<file path="src/rtl/seg_display_reader_if.sv">
// Record stream from the segment-display reader: valid/ready handshake
// carrying one decoded display frame per transfer.
interface seg_display_reader_if;
    logic       out_valid;
    logic       out_ready;
    logic [3:0] out_digit;
    logic       out_blank;
    logic       out_err;

    // Producer side (the reader drives records, consumer drives ready)
    modport master (
        output out_valid,
        output out_digit,
        output out_blank,
        output out_err,
        input  out_ready
    );

    // Consumer side
    modport slave (
        input  out_valid,
        input  out_digit,
        input  out_blank,
        input  out_err,
        output out_ready
    );
endinterface

</file>
<file path="src/rtl/seg_display_reader.sv">
// Seven-segment stream reader: waits for a segment pattern to hold steady for
// STABLE_CYCLES edges, decodes it once into a hex/blank/error record and queues
// the record in a small first-word-fall-through FIFO with a registered head.
module seg_display_reader #(
    parameter int STABLE_CYCLES = 1000,
    parameter int FIFO_DEPTH    = 4
) (
    input  logic                 clk,
    input  logic                 rst_n,
    input  logic                 ena,
    input  logic [6:0]           seg_in,
    output logic                 overflow,
    seg_display_reader_if.master out_if
);

    localparam int CW   = $clog2(STABLE_CYCLES);
    localparam int AW   = $clog2(FIFO_DEPTH);
    localparam int NW   = AW + 1;
    localparam logic [CW-1:0] CNT_PUSH = CW'(STABLE_CYCLES - 2);
    localparam logic [CW-1:0] CNT_MAX  = CW'(STABLE_CYCLES - 1);
    localparam logic [NW-1:0] DEPTH_N  = NW'(FIFO_DEPTH);

    // Segment codes {g,f,e,d,c,b,a} indexed by the hex value they display
    localparam logic [6:0] SEG_CODE [16] = '{
        7'h3F, 7'h06, 7'h5B, 7'h4F, 7'h66, 7'h6D, 7'h7D, 7'h07,
        7'h7F, 7'h6F, 7'h77, 7'h7C, 7'h39, 7'h5E, 7'h79, 7'h71
    };

    // ------------------------------------------------------------------
    // State
    // ------------------------------------------------------------------
    logic [6:0]    seg_q, seg_d;
    logic [CW-1:0] cnt_q, cnt_d;
    logic          reported_q, reported_d;
    logic          overflow_q, overflow_d;

    // Record layout: {err, blank, digit}
    logic [5:0]    mem [FIFO_DEPTH];
    logic [AW-1:0] wr_ptr_q, wr_ptr_d;
    logic [AW-1:0] rd_ptr_q, rd_ptr_d;
    logic [NW-1:0] count_q, count_d;     // entries in mem, excluding the head register
    logic          out_valid_q, out_valid_d;
    logic [5:0]    out_rec_q, out_rec_d;

    // ------------------------------------------------------------------
    // Decode
    // ------------------------------------------------------------------
    logic [15:0] hit;
    logic [3:0]  dec_digit;
    logic        dec_blank;
    logic        dec_err;
    logic [5:0]  rec_in;

    genvar gi;
    generate
        for (gi = 0; gi < 16; gi++) begin : g_match
            assign hit[gi] = (seg_in == SEG_CODE[gi]);
        end
    endgenerate

    // Table codes are unique, so OR-ing the indices of the matches yields the value
    always_comb begin
        dec_digit = 4'd0;
        for (int i = 0; i < 16; i++) begin
            if (hit[i]) begin
                dec_digit = dec_digit | 4'(i);
            end
        end
        dec_blank = (seg_in == 7'h00);
        dec_err   = ~(|hit) & ~dec_blank;
        rec_in    = {dec_err, dec_blank, dec_digit};
    end

    // ------------------------------------------------------------------
    // Stability tracking and push request
    // ------------------------------------------------------------------
    logic same;
    logic push_req;

    // Run counter: restarts on any pattern change or while observation is off;
    // reported latches so a long run yields exactly one record
    always_comb begin
        seg_d      = seg_in;
        cnt_d      = cnt_q;
        reported_d = reported_q;
        same       = (seg_in == seg_q);
        push_req   = ena & same & (cnt_q == CNT_PUSH) & ~reported_q;
        if (!ena || !same) begin
            cnt_d      = '0;
            reported_d = 1'b0;
        end else begin
            if (cnt_q != CNT_MAX) begin
                cnt_d = cnt_q + 1'b1;
            end
            if (push_req) begin
                reported_d = 1'b1;
            end
        end
    end

    // ------------------------------------------------------------------
    // FIFO control
    // ------------------------------------------------------------------
    logic          pop;
    logic [NW-1:0] total;
    logic          full;
    logic          push_ok;
    logic          drop;
    logic          load;

    // Capacity counts the head register too, so FIFO_DEPTH records fit in total.
    // The head reloads from storage whenever it is empty or being consumed.
    always_comb begin
        pop     = out_valid_q & out_if.out_ready;
        total   = count_q + NW'(out_valid_q);
        full    = (total == DEPTH_N);
        push_ok = push_req & (~full | pop);
        drop    = push_req & full & ~pop;
        load    = (~out_valid_q | pop) & (count_q != '0);

        wr_ptr_d   = wr_ptr_q + AW'(push_ok);
        rd_ptr_d   = rd_ptr_q + AW'(load);
        count_d    = count_q + NW'(push_ok) - NW'(load);
        overflow_d = overflow_q | drop;

        out_valid_d = out_valid_q;
        out_rec_d   = out_rec_q;
        if (load) begin
            out_valid_d = 1'b1;
            out_rec_d   = mem[rd_ptr_q];
        end else if (pop) begin
            out_valid_d = 1'b0;
            out_rec_d   = '0;
        end
    end

    // Record storage: plain write port, no reset so it maps onto RAM
    always_ff @(posedge clk) begin
        if (push_ok) begin
            mem[wr_ptr_q] <= rec_in;
        end
    end

    // State registers with synchronous active-low reset
    always_ff @(posedge clk) begin
        if (!rst_n) begin
            seg_q       <= '0;
            cnt_q       <= '0;
            reported_q  <= 1'b0;
            overflow_q  <= 1'b0;
            wr_ptr_q    <= '0;
            rd_ptr_q    <= '0;
            count_q     <= '0;
            out_valid_q <= 1'b0;
            out_rec_q   <= '0;
        end else begin
            seg_q       <= seg_d;
            cnt_q       <= cnt_d;
            reported_q  <= reported_d;
            overflow_q  <= overflow_d;
            wr_ptr_q    <= wr_ptr_d;
            rd_ptr_q    <= rd_ptr_d;
            count_q     <= count_d;
            out_valid_q <= out_valid_d;
            out_rec_q   <= out_rec_d;
        end
    end

    assign out_if.out_valid = out_valid_q;
    assign out_if.out_digit = out_rec_q[3:0];
    assign out_if.out_blank = out_rec_q[4];
    assign out_if.out_err   = out_rec_q[5];
    assign overflow         = overflow_q;

endmodule

</file>
<file path="src/flat_wrapper.sv">
// flat-port wrapper written by rule: the top's interface ports become plain ports
module seg_display_reader_flat 
#(
    parameter int STABLE_CYCLES = 1000,
    parameter int FIFO_DEPTH    = 4
)
  (clk, rst_n, ena, seg_in, overflow, out_if_out_valid, out_if_out_digit, out_if_out_blank, out_if_out_err, out_if_out_ready);
  seg_display_reader_if out_if_i ();
  input  logic clk;
  input  logic rst_n;
  input  logic ena;
  input  logic [6:0] seg_in;
  output logic overflow;
  output wire logic [$bits(out_if_i.out_valid)-1:0] out_if_out_valid;
  output wire logic [$bits(out_if_i.out_digit)-1:0] out_if_out_digit;
  output wire logic [$bits(out_if_i.out_blank)-1:0] out_if_out_blank;
  output wire logic [$bits(out_if_i.out_err)-1:0] out_if_out_err;
  input wire logic [$bits(out_if_i.out_ready)-1:0] out_if_out_ready;
  assign out_if_out_valid = out_if_i.out_valid;
  assign out_if_out_digit = out_if_i.out_digit;
  assign out_if_out_blank = out_if_i.out_blank;
  assign out_if_out_err = out_if_i.out_err;
  assign out_if_i.out_ready = out_if_out_ready;
  seg_display_reader #(.STABLE_CYCLES(STABLE_CYCLES), .FIFO_DEPTH(FIFO_DEPTH)) u_core (.clk(clk), .rst_n(rst_n), .ena(ena), .seg_in(seg_in), .overflow(overflow), .out_if(out_if_i));
endmodule
</file>
<file path="config.mk">
export PLATFORM = sky130hd
export DESIGN_NAME = seg_display_reader_flat
export DESIGN_NICKNAME = d
export VERILOG_FILES = /design/src/rtl/seg_display_reader_if.sv /design/src/rtl/seg_display_reader.sv /design/src/flat_wrapper.sv
export SDC_FILE = /design/constraint.sdc
export NUM_CORES = 1
export LEC_CHECK = 0
export ABC_AREA = 0
export CAP_MARGIN = 20
export CORE_AREA = 2 2 81 83
export CTS_CLUSTER_DIAMETER = 40
export DETAILED_ROUTE_END_ITERATION = 10
export DIE_AREA = 0 0 83 85
export GPL_TIMING_DRIVEN = 0
export PLACE_DENSITY = 0.69
export RECOVER_POWER = 50
export SLEW_MARGIN = 20
export SYNTH_ARGS = -nofsm -noshare
export SYNTH_HDL_FRONTEND = slang
export SYNTH_SLANG_ARGS = --single-unit
</file>
<file path="constraint.sdc">
create_clock -name clk -period 4.6 [get_ports clk]
set_clock_uncertainty 0.2 [all_clocks]
set_input_delay 0.46 -clock clk [delete_from_list [all_inputs] [get_ports clk]]
set_output_delay 0.46 -clock clk [all_outputs]
set_load 0.01 [all_outputs]
</file>
# == Word level (Yosys, flattened, before mapping) ==
# Memory sizes are Yosys's and may differ from the RTL's. A register that Yosys moved wholly into a read port is not among the register bits.
# Cells that the tools add are included.
# op_classes
n_eq_ne,20
n_bitwise,19
n_reduce_logical,8
muxes,22
add_sub_neg,6
# op_table
op,count
$eq 7x7->1 const B,12
$mux 4,8
$reduce_or 16->1,1
$eq 7x3->1 const B,2
$eq 7x6->1 const B,2
$mux 3,4
$mux 6,2
$add 10x1->10 const B,1
$eq 10x10->1 const B,1
$ne 10x10->1 const B,1
$and 1x1->1,9
$eq 7x7->1,1
$logic_not 7->1,1
$not 1->1,7
$add 3x1->3,2
$mux 2,3
$mux 1,5
$add 2x1->2,2
$eq 3x3->1 const B,1
$or 1x1->1,3
$reduce_bool 3->1,1
$sub 3x1->3,1
$logic_not 1->1,2
$reduce_bool 2->1,1
other kinds (2),2
# totals
mem_bits_rw,24
out_inout_bits,8
inputBits,11
memories,1
elab_cells,85
reg_bits,33
# memory_table
memory,depth,word_bits,read_ports,rd_clocked_by_memory_dff,wr,line_no,text
u_core.mem,4,6,1,1,1,seg_display_reader.sv:38,logic [5:0] mem [FIFO_DEPTH];

# == Logic depth before layout (Yosys ltp) ==
# Gate-level depths: netlist of the first run.
# depth
depth_word,16
ltp_mapped,11
depth_no_buf,11

# == Least setup slack after synthesis of the first run ==
# OpenSTA, ideal clock, no wires.
# synth_path
path_kind,reg2reg
start,"reg u_core.out_valid_q, in the netlist u_core.out_if.out_valid"
end,reg u_core.count_q[2]
period_less_slack_ns,2.460
t_required_ns,4.272
path_buffers,0
setup_time_ns,0.128
arrival_ns,2.133
stages_incl_launch_ff,12
slack_ns,2.140
cell_sequence,dfxtp_1 ha_1 ha_1 nor2_1 nand3_1 nand4bb_2 inv_1 ha_1 fa_1 xnor2_1 xnor2_1 nor2_1
# synth_via
elab_chain_cells,7
elab_cells_between_ends,11
classes_between,3 x add/sub; 1 x eq/ne; 7 x bitwise
# synth_lines
element,line_no,text
"start, declared",seg_display_reader.sv:42,"logic out_valid_q, out_valid_d;"
"start signal, assigned",seg_display_reader.sv:164,out_valid_q <= out_valid_d;
$add 3x1->3,seg_display_reader.sv:115,total = count_q + NW'(out_valid_q);
$eq 3x3->1,seg_display_reader.sv:116,full = (total == DEPTH_N);
$not 1->1,seg_display_reader.sv:117,push_ok = push_req & (~full | pop);
$or 1x1->1,seg_display_reader.sv:117,
$and 1x1->1,seg_display_reader.sv:117,
$add 3x1->3,seg_display_reader.sv:123,count_d = count_q + NW'(push_ok) - NW'(load);
$sub 3x1->3 (*),seg_display_reader.sv:123,
"end signal, assigned",seg_display_reader.sv:163,count_q <= count_d;
"end, declared",seg_display_reader.sv:41,"logic [NW-1:0] count_q, count_d;"
# Mark *: on every way between the ends. The rest lies on a longest branch, timed or not.
# A chain may end at the register's enable or synchronous reset.

# == Worst setup path in the final report of the first run ==
# layout_path
start,in out_if_out_ready
end,reg u_core.count_q[2]
# layout_via
elab_cells_between_ends,7
classes_between,2 x add/sub; 5 x bitwise
# layout_lines
element,line_no,text
"start, declared",flat_wrapper.sv:18,input wire logic [$bits(out_if_i.out_ready)-1:0] out_if_out_ready;
$and 1x1->1,seg_display_reader.sv:114,pop = out_valid_q & out_if.out_ready;
$or 1x1->1,seg_display_reader.sv:119,load = (~out_valid_q | pop) & (count_q != '0);
$and 1x1->1,seg_display_reader.sv:119,
named net u_core.load,seg_display_reader.sv:109,logic load;
$sub 3x1->3,seg_display_reader.sv:123,
# The timed path passes the listed nets, and every way through them passes these cells.

==> results of run 1 <==
[cells by family after synthesis]
group                    Yosys count  share of synthesized area
AND/OR/NAND/NOR                  103                      0.207
flip-flops                        57                      0.511
AO/OA/AOI/OAI                     32                     0.0883
buffers and inverters             23                     0.0352
XOR/XNOR                          20                     0.0648
adder cells (fa/ha/maj)            9                     0.0444
multiplexers                       6                     0.0500
[cell usage after synthesis, types with 2 or more instances]
master,n,area [µm²]
dfxtp_1,33,661
edfxtp_1,24,721
nor2_1,23,86.3
nand2_1,21,78.8
xnor2_1,16,140
and2_1,12,75.1
nor3_1,12,60.1
inv_1,11,41.3
nand3_1,10,50.1
a21oi_1,9,45.0
ha_1,8,100
clkbuf_1,7,26.3
mux4_2,6,135
nand2b_1,6,37.5
buf_2,4,20.0
nand4_1,4,25.0
xor2_1,4,35.0
o21ai_0,3,15.0
or2_2,3,18.8
a211oi_1,2,15.0
nand3b_1,2,15.0
o22ai_1,2,12.5
o32a_1,2,20.0
o32ai_1,2,17.5
[layout make-up]
class	instances	area, µm²
buffer	12	52.6
clock buffer	12	166
multi-input combinational	170	1220
sequential	57	1380
timing repair buffer	18	180
inverter	11	41.3
fill	546	2990
clock inverter	4	72.6
tap	77	96.3
[metrics by stage]
step	std cells	utilization	instance area, µm²
after floorplan	250	-	2710
after global placement	345	0.481	2980
after detailed placement	345	0.481	2980
after CTS	361	0.519	3220
after global routing	361	0.518	3210
final	361	0.518	3210
[how the worst max path moves through the flow]
stage	from	end	slack, ns	depth (start not counted)
3_5_place_dp	seg_in[2]	u_core.mem[0][3]$_DFFE_PP_	1.45	5
5_1_grt	out_if_out_ready	u_core.count_q[2]$_SDFF_PN0_	1.54	11
3_3_place_gp	out_if_out_ready	u_core.count_q[2]$_SDFF_PN0_	1.53	11
6_report	out_if_out_ready	u_core.count_q[2]$_SDFF_PN0_	1.73	11
4_1_cts	seg_in[2]	u_core.mem[0][5]$_DFFE_PP_	1.81	5
2_1_floorplan	u_core.out_if.out_valid$_SDFFE_PN0P_	u_core.count_q[2]$_SDFF_PN0_	2.14	11
[layer usage]
| metal | global-route usage | vias to the layer above |
|---|---|---|
| met3 | 0.0409 | 8 |
| met5 | 0 | - |
| met2 | 0.241 | 47 |
| met1 | 0.193 | 894 |
| met4 | 0.0805 | 0 |
| li1 | - | 956 |
[flip-flops by register name, summed over array words and instances (netlist names)]
register and flops:
u_core.mem 24, u_core.cnt_q 10, u_core.seg_q 7, u_core.out_rec_q 6
u_core.count_q 3, u_core.rd_ptr_q 2, u_core.wr_ptr_q 2, u_core.out_if.out_valid 1
u_core.overflow 1, u_core.reported_q 1
[power groups by stage]
stage | Combinational [mW] | Clock [mW] | Sequential (mW)
after CTS | 0.321 | 0.560 | 0.596
after global routing | 0.348 | 0.581 | 0.600
after global placement | 0.311 | 0 | 0.605
after floorplan | 0.207 | 0 | 0.614
after detailed placement | 0.320 | 0 | 0.607
final | 0.305 | 0.548 | 0.594
[tightest hold or removal path: stages, from the launching register on]
cell	delay (ns)
dfxtp_1	0.31
nand3_1	0.06
a21oi_1	0.05
[cells in the final DEF, fill, tap and decap left out, types with 3 or more instances in the layout]
master	count
xor2_1	4
inv_1	11
nand3_1	10
nor3_1	12
nand2_1	21
nand4_1	4
dlygate4sd3_1	13
and2_1	12
mux4_2	6
o21ai_0	3
xnor2_1	16
dfxtp_1	33
buf_2	3
a21oi_1	9
clkbuf_8	10
clkbuf_1	9
nor2_1	23
clkdlybuf4s50_1	5
ha_1	8
edfxtp_1	24
or2_2	3
nand2b_1	6
==> flow_metrics.env, run 1 <==
export IMPL_grt_max_degree=11
export IMPL_cts_tree="done"
export IMPL_slowest_delay_ns=0.55
export IMPL_io_buffer_count=18
export IMPL_clkPwrFrac=0.379
export IMPL_cts_root_buf="clkbuf_8"
export IMPL_start_kind="input pin"
export IMPL_fmaxAchievable_mhz=348
export IMPL_critPathMaxFanout=8
export IMPL_layout_nets=299
export IMPL_whs_endpoint="u_core.out_rec_q[0]$_SDFFE_PN0P_"
export IMPL_drcViolationCount=0
export IMPL_wire_per_inst_um=13.5
export IMPL_drv_slew=0
export IMPL_routed_wl_um=4870
export IMPL_holdWs_ns=0.262
export IMPL_synthCells=250
export IMPL_path_buf_inv=3
export IMPL_power_share_sequential=0.411
export IMPL_netSwitchingPower_mw=0.380
export IMPL_fin_crit_ns=2.87
export IMPL_crit_path_end_kind="flip-flop"
export IMPL_syn_nets=270
export IMPL_power_mw=1.45
export IMPL_crit_required_ns=4.60
export IMPL_gp_congestion=0.840
export IMPL_netlist_area_um2=2710
export IMPL_crit_family="adder cells"
export IMPL_ys_seq_area_frac=0.511
export IMPL_die_y_um=85
export IMPL_cellPowerDensity_nw_per_um2=450
export IMPL_crit_arrival_ns=2.87
export IMPL_ctsHoldBuffers=0
export IMPL_dieWidth_um=83
export IMPL_path_cells="dlygate4sd3_1, nand2b_1, nand2b_1, inv_1, ha_1, inv_1, ha_1, fa_1, xnor2_1, xnor2_1, nor2_1"
export IMPL_clk_latency_ns=0.33
export IMPL_ff2ff_setup_slack_ns=1.92
export IMPL_ff2ff_path_depth=10
export IMPL_vdd_drop_max_v=0.000210
export IMPL_initial_core_util=0.436
export IMPL_fin_crit_sh=0.624
export IMPL_cts_resized=0
export IMPL_antenna_found_initial=0
export IMPL_synthToLayoutAreaGrowth_pct=18.8
export IMPL_grt_usage=0.153
export IMPL_p_int_mw=1.07
export IMPL_setup_viol=0
export IMPL_worstHoldStart="u_core.out_rec_q[0]$_SDFFE_PN0P_"
export IMPL_path_class="input pin to flip-flop"
export IMPL_core_um2=6200
export IMPL_dr_total_vias=1905
export IMPL_syn_mean_instance_area_um2=10.8
export IMPL_grt_pass1_vias=1837
export IMPL_swShare=0.263
export IMPL_htree_levels=3
export IMPL_dr_wl_met3_um=215
export IMPL_clock_sinks=57
export IMPL_diodes=0
export IMPL_clockBufferDepth=2
export IMPL_finalHoldViolCount=0
export IMPL_antenna_left=0
export IMPL_wl_met2_um=2240
export IMPL_drt_pass1_iterations=4
export IMPL_synth_warnings=0
export IMPL_crit_slowest_cell="dlygate4sd3_1"
export IMPL_ios=19
export IMPL_via_per_inst=5.28
export IMPL_hpwl_um=3520
export IMPL_postCtsSetupRepairBufs=0
export IMPL_gr_total_overflow=0
export IMPL_cts_made_buffers=9
export IMPL_hold_depth=2
export IMPL_dieArea_um2=7060
export IMPL_synth_edff_count=24
export IMPL_tns_ns=0
export IMPL_r2r_end="u_core.count_q[2]$_SDFF_PN0_"
export IMPL_wl_met1_um=2320
export IMPL_grt_pass1_wl_um=8460
export IMPL_synthFlopType="dfxtp_1"
export IMPL_rsz0062_at_grt="no"
export IMPL_setup_slack_ns=1.73
export IMPL_place_ws_ns=1.45
export IMPL_hp_class="flip-flop to flip-flop"
export IMPL_cap_violations=0
export IMPL_combPwrFrac=0.211
export IMPL_clkSlewWorstSetupHoldPaths_ns=0.07
export IMPL_rr_startpoint="u_core.count_q[1]$_SDFF_PN0_"
export IMPL_status="complete, no violations"
export IMPL_netlist_cell_type_count=48
export IMPL_num_rows=29
export IMPL_leakage_nw=1.09
export IMPL_postSynth_asyncResetShare=0
export IMPL_highest_layer="met4"
export IMPL_timing_slew_headroom=0.346
export IMPL_ys_ff_latch=57
export IMPL_layout_drive_gt1_share=0.120
export IMPL_tightest_slew_ns=0.973
export IMPL_first_iter_violations=96
(Power assumes the default switching activity.)
==> run 2: changes to the inputs <==
- PLACE_DENSITY: 0.69 -> 0.72
- clock period: 4.6 -> 2.4 ns (I/O delays scaled with it)
==> flow_metrics.env, run 2 (same netlist as run 1, synthesis figures left out) <==
export IMPL_dieWidth_um=83
export IMPL_vdd_drop_max_v=0.000495
export IMPL_slowest_delay_ns=0.42
export IMPL_global_route_usage_met1=0.199
export IMPL_io_buffer_count=18
export IMPL_path_buf_inv=1
export IMPL_fin_crit_ns=2.36
export IMPL_status="complete, no violations"
export IMPL_setup_viol=0
export IMPL_ios=19
export IMPL_dieArea_um2=7060
export IMPL_crit_arrival_ns=2.39
export IMPL_ctsHoldBuffers=0
export IMPL_postLayoutCellArea_um2=3430
export IMPL_num_rows=29
export IMPL_ff2ff_path_depth=7
export IMPL_diodes=0
export IMPL_r2r_end="u_core.count_q[1]$_SDFF_PN0_"
export IMPL_clk_latency_ns=0.33
export IMPL_clock_sinks=57
export IMPL_path_class="flip-flop to flip-flop"
export IMPL_hpwl_um=3610
export IMPL_placed_area_um2=3000
export IMPL_ff2ff_setup_slack_ns=0.04
export IMPL_mostFrequentLayoutCells="27 x dfxtp_1, 24 x edfxtp_1, 22 x nor2_1"
export IMPL_grt_pass1_vias=1873
export IMPL_largest_register="u_core.mem"
export IMPL_leakage_nw=1.14
export IMPL_wire_per_inst_um=14.7
export IMPL_clockBufferDepth=2
export IMPL_layout_nets=307
export IMPL_tns_ns=0
export IMPL_grt_usage=0.159
export IMPL_grt_use_met3=0.0360
export IMPL_fillCellCount=526
export IMPL_largest_reg_flops=24
export IMPL_crit_path_end_kind="flip-flop"
export IMPL_drt_pass1_iterations=5
export IMPL_whs_endpoint="u_core.out_rec_q[0]$_SDFFE_PN0P_"
export IMPL_die_y_um=85
export IMPL_antenna_found_initial=0
export IMPL_path_cells="or3b_4, nor4_4, nand4bb_4, inv_4, ha_4, fa_2, and2_4"
export IMPL_first_iter_violations=97
export IMPL_grt_max_degree=12
export IMPL_dr_total_vias=1989
export IMPL_core_um2=6200
export IMPL_cp_startpoint="u_core.cnt_q[3]$_SDFFE_PP0P_"
export IMPL_power_mw=3.06
export IMPL_via_per_inst=5.39
export IMPL_gr_total_overflow=0
export IMPL_cts_tree="done"
export IMPL_rsz0062_at_grt="yes"
export IMPL_rr_startpoint="u_core.cnt_q[3]$_SDFFE_PP0P_"
export IMPL_htree_levels=3
export IMPL_cap_violations=0
export IMPL_cts_root_buf="clkbuf_8"
export IMPL_timing_slew_headroom=0.601
export IMPL_drcViolationCount=0
export IMPL_place_ws_ns=-0.523
export IMPL_cellPowerDensity_nw_per_um2=892
export IMPL_final_common_cell="dfxtp_1"
export IMPL_gp_congestion=0.895
export IMPL_grt_use_met2=0.261
export IMPL_final_util=0.552
export IMPL_grt_pass1_wl_um=8950
export IMPL_synthToLayoutAreaGrowth_pct=26.6
export IMPL_cts_made_buffers=9
export IMPL_clkSlewWorstSetupHoldPaths_ns=0.07
export IMPL_reg_top3="u_core.mem (24), u_core.cnt_q (10), u_core.seg_q (7)"
export IMPL_hold_depth=2
export IMPL_grt_busiest_layer="met2"
export IMPL_worstHoldStart="u_core.out_rec_q[0]$_SDFFE_PN0P_"
export IMPL_setup_slack_ns=0.0378
export IMPL_finalHoldViolCount=0
export IMPL_antenna_left=0
export IMPL_crit_required_ns=2.43
export IMPL_fmaxAchievable_mhz=423
export IMPL_hp_class="flip-flop to flip-flop"
export IMPL_tightest_slew_ns=0.593
export IMPL_initial_core_util=0.436
export IMPL_crit_slowest_cell="or3b_4"
export IMPL_drv_slew=0
export IMPL_critPathMaxFanout=5
export IMPL_fin_crit_sh=0.984
export IMPL_layout_drive_gt1_share=0.233
export IMPL_crit_family="simple AND/OR/NAND/NOR gates"
export IMPL_start_kind="flip-flop"
export IMPL_routed_wl_um=5440
-- run 2: cell types whose count changed in the layout (fill, tap and decap cells not counted), moves of 3 or more --
cell	before	now
buf_4	1	9
dfxtp_1	33	27
dfxtp_2	0	5
nor3_1	12	7
clkdlybuf4s50_1	5	9
dlygate4sd3_1	13	9
ha_1	8	4
ha_4	0	4
nor3_2	0	4
and2_1	12	9
inv_1	11	8
-- run 2: power by group --
group	switching [mW]	leakage, nW	internal (mW)
clock	0.396	0.114	0.689
sequential	0.0679	0.459	1.09
combinational	0.391	0.564	0.418
total	0.856	1.14	2.20
-- run 2: what timing repair did --
action / 4_1_cts / 5_1_grt
resized for setup: 17 / 9
pin swaps: 8 / 1
endpoints found under the setup margin: 26 / 2
setup buffers: 7 / 1
-- run 2: worst max path at each step --
stage,slack [ns],cells past startpoint,end
final,0.04,7,u_core.count_q[1]$_SDFF_PN0_
after global routing,-0.05,11,u_core.count_q[2]$_SDFF_PN0_
after CTS,0.008,11,u_core.count_q[2]$_SDFF_PN0_
after detailed placement,-0.52,5,u_core.mem[0][3]$_DFFE_PP_
after global placement,-0.51,5,u_core.mem[0][5]$_DFFE_PP_
after floorplan,0.007,11,u_core.count_q[2]$_SDFF_PN0_
-- run 2: cell type report --
cell class,count,area [µm²],share of cell area
Multi-Input combinational cell,170,1360,0.396
Timing Repair Buffer,26,240,0.0701
Clock inverter,7,118,0.0343
Inverter,11,47.5,0.0139
Clock buffer,9,124,0.0362
Sequential cell,57,1390,0.406
Tap cell,77,96.3,0.0281
Buffer,12,52.6,0.0153
-- run 2: through the flow --
stage | hold WS [ns] | std cells
5_1_grt | 0.292 | 369
3_5_place_dp | 0.262 | 345
4_1_cts | 0.272 | 368
3_3_place_gp | 0.259 | 345
6_report | 0.266 | 369
2_1_floorplan | 0.167 | 250
-- run 2: tightest hold or removal path, stage by stage, from the launching register on --
cell     delay [ns]
dfxtp_1        0.31
nand3_1        0.06
a21oi_1        0.05
-- run 2: metal layers --
metal  vias up  routed length (µm)  share of wire
met5         -                   0              0
met4         0                 164          0.030
met3        12                 242          0.045
met2        63                2630           0.48
met1       948                2410           0.44
li1        966                   -              -
